## src/rtl/sdr_fir_pkg.sv

```systemverilog
// sdr_fir_pkg: shared polyphase FIR constants, FSM encoding and helpers.
package sdr_fir_pkg;
    function automatic int clog2(input int v);
        int r = 0;
        while ((1 << r) < v) r++;
        return r;
    endfunction

    localparam int L = 4;
    localparam int T = 32;
    localparam int N_TAPS = L * T;
    localparam int N_TRUNC = 15;
    // Flush cycles after the last read so each phase spans T+5 clocks
    localparam int DRAIN_LEN = 4;

    typedef enum logic [1:0] {IDLE, MAC, DRAIN, NEXT} state_t;

    // Interpolation filter taps; every phase sums above unity (2^N_TRUNC)
    function automatic int coef(input int i);
        return 1201 + ((i * 73) % 97) * 23;
    endfunction
endpackage

```

## src/rtl/ram_2_port_rden.sv

```systemverilog
// ram_2_port_rden: simple dual-port RAM with read enable and registered read data.
module ram_2_port_rden
    import sdr_fir_pkg::*;
#(
    parameter int WIDTH = 16,
    parameter int DEPTH = 32
) (
    input  logic                      clk,
    input  logic                      wren,
    input  logic [clog2(DEPTH)-1:0]   wraddr,
    input  logic [WIDTH-1:0]          data,
    input  logic                      rden,
    input  logic [clog2(DEPTH)-1:0]   rdaddr,
    output logic [WIDTH-1:0]          q
);
    logic [WIDTH-1:0] mem [DEPTH];

    always_ff @(posedge clk) begin
        if (wren) mem[wraddr] <= data;
        if (rden) q <= mem[rdaddr];
    end
endmodule

```

## src/rtl/tx_interp_fir_rom.sv

```systemverilog
// tx_interp_fir_rom: coefficient ROM for the interpolator, registered output.
module tx_interp_fir_rom
    import sdr_fir_pkg::*;
#(
    parameter int DEPTH = N_TAPS,
    parameter int WIDTH = 16
) (
    input  logic                      clk,
    input  logic [clog2(DEPTH)-1:0]   addr,
    output logic signed [WIDTH-1:0]   q
);
    logic signed [WIDTH-1:0] mem [DEPTH];

    for (genvar i = 0; i < DEPTH; i++) begin : g_rom
        assign mem[i] = WIDTH'(coef(i));
    end

    always_ff @(posedge clk) q <= mem[addr];
endmodule

```

## src/rtl/tx_interp_fir.sv

```systemverilog
// tx_interp_fir: two-channel 1:L polyphase interpolating FIR with a shared
// coefficient path, one MAC per channel, round-half-up and saturation.
module tx_interp_fir
    import sdr_fir_pkg::*;
#(
    parameter int DATA_SIZE = 16,
    parameter int COEF_SIZE = 16
) (
    input  logic                        clk,
    input  logic                        reset_n,
    input  logic                        strobe_in,
    input  logic signed [DATA_SIZE-1:0] ch1_in,
    input  logic signed [DATA_SIZE-1:0] ch2_in,
    input  logic                        clr_overrun,
    output logic                        strobe_out,
    output logic signed [DATA_SIZE-1:0] ch1_out,
    output logic signed [DATA_SIZE-1:0] ch2_out,
    output logic                        busy,
    output logic                        overrun
);
    localparam int ACC_SIZE = DATA_SIZE + COEF_SIZE + clog2(T);
    localparam int AW = clog2(T);
    localparam int PW = clog2(L);
    localparam int CW = clog2(N_TAPS);
    localparam int MW = DATA_SIZE + COEF_SIZE;
    localparam int RW = ACC_SIZE - N_TRUNC + 1;

    state_t state, nxt;
    logic [AW-1:0] cnt, wr_addr, rd_addr;
    logic [PW-1:0] phase;
    logic [CW-1:0] rom_addr;
    logic accept, last, rd_v, rd_f, v1, f1, v2, f2, load;
    logic signed [DATA_SIZE-1:0] x1, x2;
    logic signed [COEF_SIZE-1:0] c;
    logic signed [MW-1:0] p1, p2;
    logic signed [ACC_SIZE-1:0] acc1, acc2;

    function automatic logic signed [DATA_SIZE-1:0] round_sat(input logic signed [ACC_SIZE-1:0] a);
        logic signed [RW-1:0] r;
        r = RW'(a >>> N_TRUNC) + RW'(a[N_TRUNC-1]);
        return (r[RW-1:DATA_SIZE-1] == {(RW-DATA_SIZE+1){r[RW-1]}}) ? r[DATA_SIZE-1:0]
             : {r[RW-1], {(DATA_SIZE-1){~r[RW-1]}}};
    endfunction

    // A strobe arriving with the final output pulse starts the next sample
    assign last = phase == PW'(L - 1);
    assign accept = strobe_in && (!busy || (strobe_out && last));
    assign rd_v = state == MAC;
    assign rd_f = rd_v && cnt == '0;
    assign load = state == DRAIN && cnt == AW'(DRAIN_LEN - 1);
    assign rd_addr = wr_addr - AW'(1) - cnt;
    assign rom_addr = CW'(cnt) * CW'(L) + CW'(phase);

    ram_2_port_rden #(.WIDTH(DATA_SIZE), .DEPTH(T)) u_ram1 (
        .clk(clk), .wren(accept), .wraddr(wr_addr), .data(ch1_in),
        .rden(rd_v), .rdaddr(rd_addr), .q(x1)
    );
    ram_2_port_rden #(.WIDTH(DATA_SIZE), .DEPTH(T)) u_ram2 (
        .clk(clk), .wren(accept), .wraddr(wr_addr), .data(ch2_in),
        .rden(rd_v), .rdaddr(rd_addr), .q(x2)
    );
    tx_interp_fir_rom #(.DEPTH(N_TAPS), .WIDTH(COEF_SIZE)) u_rom (
        .clk(clk), .addr(rom_addr), .q(c)
    );

    always_comb begin
        nxt = state;
        case (state)
            IDLE:  nxt = accept ? MAC : IDLE;
            MAC:   nxt = (cnt == AW'(T - 1)) ? DRAIN : MAC;
            DRAIN: nxt = load ? (last ? IDLE : NEXT) : DRAIN;
            NEXT:  nxt = MAC;
        endcase
    end

    always_ff @(posedge clk or negedge reset_n) begin
        if (!reset_n) begin
            state <= IDLE;
            cnt <= '0;
            phase <= '0;
            wr_addr <= '0;
        end else begin
            state <= nxt;
            cnt <= (nxt != state) ? '0 : cnt + AW'(1);
            phase <= accept ? '0 : (state == NEXT) ? phase + PW'(1) : phase;
            if (accept) wr_addr <= wr_addr + AW'(1);
        end
    end

    always_ff @(posedge clk or negedge reset_n) begin
        if (!reset_n) begin
            {v1, f1, v2, f2} <= '0;
            p1 <= '0;
            p2 <= '0;
            acc1 <= '0;
            acc2 <= '0;
        end else begin
            {v1, f1, v2, f2} <= {rd_v, rd_f, v1, f1};
            p1 <= x1 * c;
            p2 <= x2 * c;
            if (v2) begin
                acc1 <= f2 ? ACC_SIZE'(p1) : acc1 + ACC_SIZE'(p1);
                acc2 <= f2 ? ACC_SIZE'(p2) : acc2 + ACC_SIZE'(p2);
            end
        end
    end

    always_ff @(posedge clk or negedge reset_n) begin
        if (!reset_n) begin
            strobe_out <= 1'b0;
            ch1_out <= '0;
            ch2_out <= '0;
            busy <= 1'b0;
            overrun <= 1'b0;
        end else begin
            strobe_out <= load;
            if (load) begin
                ch1_out <= round_sat(acc1);
                ch2_out <= round_sat(acc2);
            end
            busy <= accept || (busy && !(strobe_out && last));
            overrun <= (strobe_in && !accept) || (overrun && !clr_overrun);
        end
    end
endmodule

```

## config.mk

```make
export PLATFORM = sky130hd
export DESIGN_NAME = tx_interp_fir
export DESIGN_NICKNAME = d
export VERILOG_FILES = /design/src/rtl/sdr_fir_pkg.sv /design/src/rtl/ram_2_port_rden.sv /design/src/rtl/tx_interp_fir_rom.sv /design/src/rtl/tx_interp_fir.sv
export SDC_FILE = /design/constraint.sdc
export NUM_CORES = 2
export LEC_CHECK = 0
export CORE_UTILIZATION = 40
export CTS_CLUSTER_SIZE = 16
export DETAILED_ROUTE_END_ITERATION = 6
export GPL_TIMING_DRIVEN = 1
export PLACE_DENSITY = 0.6
export SYNTH_ARGS = -nofsm -noshare
export SYNTH_HDL_FRONTEND = slang
export SYNTH_SLANG_ARGS = --single-unit
export TNS_END_PERCENT = 100
```

## constraint.sdc

```tcl
create_clock -name clk -period 17.4 [get_ports clk]
set_input_delay 5.22 -clock clk [delete_from_list [all_inputs] [get_ports clk]]
set_output_delay 5.22 -clock clk [all_outputs]
set_load 0.05 [all_outputs]
```

==> impl_metrics.csv <==
group,metric,value,unit
run_status,outcome,"complete, no violations",
drt,detail_route.wirelength,161000,um
setup_path,crit_buf_inv,1,
floorplanning,ios,71,
yosys,synth_warnings,0,
setup_path,crit_fanout,32,
layout,fin_nets,6034,
floorplanning,die_area,176000,um2
yosys,synth_cell_types,89,
timing,relSlewSlack,13.0,%
clock_tree,ctsHoldBuffers,0,
yosys,synth-main-ff-cell,"edfxtp_1",
yosys,syn_avg_cell_area,13.1,um2
global_routing,grt_max_degree,139,
global_routing,antenna_found_initial,4,
placement,dp_cells,7502,
setup_path,crit_slowest_cell,"nor2_4",
timing,grt_setup_unrepaired,"false",
setup_path,critPathLaunchType,"input pin",
timing,fin_skew,0.0392,ns
timing,tightest_slew,1.30,ns
floorplanning,die_h,419,um
setup_path,critPathTopFamily,"simple AND/OR/NAND/NOR gates",
global_routing,grt_pass1_vias,42600,
floorplanning,rows,152,
yosys,syn_inst,5306,
placement,io_buffers,70,
clock_tree,cts-root-buf,"clkbuf_16",
floorplanning,core,172000,um2
clock_tree,clkLatencyLatePin,0.77,ns
setup_path,cp.arrival,8.69,ns
layout,seqCellArea,36700,um2
yosys,synth_edf_count,1056,
placement,gp_congestion,0.837,
yosys,synthesis.nets,6013,
floorplanning,die_x,419,um
timing,fin_crit,8.32,ns
clock_tree,cts_made_buffers,133,
yosys,ys_seq_area_share,52.7,%
timing,hold_viol_final,0,
timing,setup_viol_count_final,0,
layout,syn2layout_area_growth,11.3,%
drt,drt-pass1-iter-count,6,
yosys,synth_area,69700,um2
clock_tree,cts_buffer_depth,3,
layout,instances_no_fill,7744,
setup_path,max_stage_delay,1.15,ns
clock_tree,cts_max_level,4,
clock_tree,clk_pin_slew_worst_paths,0.06,ns
timing,slew_violations,0,
drt,wl_per_cell,20.8,um
drt,drc,0,
setup_path,worstPathRequired,17.77,ns
floorplanning,start_util,40.4,%
global_routing,grt-ovfl-total,0,
timing,period_share,47.8,%
setup_path,worstPathCellList,"clkdlybuf4s50_1 > nor2b_1 > nand2_1 > nor2_4",
placement,post-dp-hpwl,105000,um
yosys,synthArstFlopShare,15.2,%
timing,setup_tns,0,ns
setup_path,end_kind,"flop",
drt,vias_per_cell,5.30,
drt,ant_nets,0,
clock_tree,cts_resized,0,
layout,nFillCells,15400,
clock_tree,cts_sinks,1259,
layout,drive_gt1_share,11.3,%
setup_path,crit_type,"input pin to flop",
hold_path,hold_class,"flop to flop",
clock_tree,cts_tree,"yes",
drt,num_vias,41000,
yosys,synth_seq_cells,1259,
global_routing,gr-usage-all-layers,18.7,%
timing,clock.fmax,120,MHz
flow_run,maxCapViolations,0,
layout,multi_input_area,30200,um2
drt,first_iter_violations,3610,
global_routing,grt_pass1_wl,251000,um
clock_tree,postCtsSetupRepairBufs,0,
==> final timing paths <==
kind	slack, ns	cells past startpoint	start	endpoint
max in group asynchronous	11.58	2	reset_n	v2$_DFF_PN0_
min in group asynchronous	4.39	1	reset_n	ch1_out[8]$_DFFE_PN0P_
worst max register to register	10.59	21	u_ram2.q[7]$_DFFE_PP_	p2[31]$_DFF_PN0_
worst min-delay path	0.45	0	f1$_DFF_PN0_	f2$_DFF_PN0_
worst min register to register	0.45	0	f1$_DFF_PN0_	f2$_DFF_PN0_
worst max-delay path	9.08	4	strobe_in	u_ram1.mem[23][6]$_DFFE_PP_
==> cells by family (layout without fill, tap and decap cells) <==
| logic type | count (synthesis) | in the layout | share of synthesized area (%) |
|---|---|---|---|
| adder cells (fa/ha/maj) | 671 | 671 | 16.2 |
| AO/OA/AOI/OAI | 702 | 702 | 6.42 |
| other | 0 | 2 | 0 |
| XOR/XNOR | 158 | 158 | 1.99 |
| flip-flops | 1259 | 1259 | 52.7 |
| AND/OR/NAND/NOR | 1432 | 1432 | 9.50 |
| multiplexers | 286 | 286 | 8.81 |
| buffers and inverters | 798 | 924 | 4.35 |
==> stage by stage <==
stage	utilization, %	cell area (um2)	hold WS [ns]	setup slack (ns)
3_5_place_dp	42.5	73200	0.400	8.27
6_report	45.0	77500	0.451	9.08
5_1_grt	45.0	77500	0.449	8.92
4_1_cts	45.0	77500	0.435	9.10
2_1_floorplan	-	69700	0.331	9.65
3_3_place_gp	42.5	73200	0.414	8.28
==> metal layers <==
| layer | track usage [%] | share of wire, % | vias to the layer above | wire (um) |
|---|---|---|---|---|
| met3 | 3.07 | 5.5 | 176 | 8800 |
| li1 | - | - | 18900 | - |
| met4 | 4.09 | 1.6 | 0 | 2510 |
| met2 | 31.6 | 49 | 1019 | 78600 |
| met1 | 25.2 | 44 | 21000 | 71500 |
| met5 | 0 | 0 | - | 0 |
==> layout by cell type (no fill, tap or decap), types with 20 or more instances in the layout <==
master	instances
a211oi_1	31
clkbuf_1	30
and3_1	20
nor3_1	26
o21a_1	22
o21ai_1	70
nor2b_1	25
o21ai_0	100
mux2i_1	20
nand2_1	620
fa_1	384
mux4_2	261
a31oi_1	25
nor2_1	206
xor2_1	62
o21bai_1	22
nand2b_1	24
edfxtp_1	1056
a21o_1	68
buf_4	70
ha_1	285
nand4_1	22
xnor2_1	91
nand3_1	206
clkinv_1	27
clkdlybuf4s50_1	62
o211ai_1	20
nor2_4	32
clkbuf_16	135
a21oi_1	236
and2_1	206
inv_1	536
dfrtp_1	189
==> layout make-up <==
cell class / count / area share (%)
antenna: 2 / 0.00646
clock buffer: 171 / 4.61
clock inverter: 69 / 0.978
inverter: 540 / 2.62
multi-input combinational: 3249 / 39.0
sequential: 1259 / 47.4
tap: 2310 / 3.73
timing repair buffer: 144 / 1.65
==> sequential cells by signal, indices dropped and copies added, names as in the netlist, 16 cells and up <==
| signal | count |
|---|---|
| u_ram1.mem | 512 |
| ch2_out | 16 |
| ch1_out | 16 |
| u_ram2.mem | 512 |
| acc1 | 37 |
| u_ram1.q | 16 |
| acc2 | 37 |
| u_ram2.q | 16 |
| p1 | 32 |
| p2 | 32 |
==> synthesized netlist by cell type (all sizes together) (7+ instances only) <==
cell        n  share of area (%)
edfxtp   1056                 46
nand2     621                3.4
inv       536                2.9
fa        385                 11
ha        286                5.1
mux4      261                8.4
a21oi     239                1.7
nor2      238                1.3
and2      206                1.9
nand3     206                1.5
clkbuf    200                1.1
dfrtp     191                6.9
o21ai     171                1.2
xnor2      94                1.2
a21o       68               0.73
xor2       64               0.80
buf        58               0.36
a211oi     36               0.43
nor3       30               0.27
nor2b      26               0.23
a31oi      25               0.22
nand2b     24               0.22
nand4      24               0.23
o21a       22               0.24
o21bai     22               0.24
o211ai     21               0.23
and3       20               0.18
mux2i      20               0.29
a311oi     16               0.27
dfxtp      12               0.34
o31ai       9              0.097
a2111oi     7               0.11
a21boi      7              0.075
and4        7              0.088
o221ai      7              0.088
or3         7              0.063
Power is left out: the tool's default activity adds up to more than one toggle a clock period on the data nets, which glitch-free logic cannot reach.
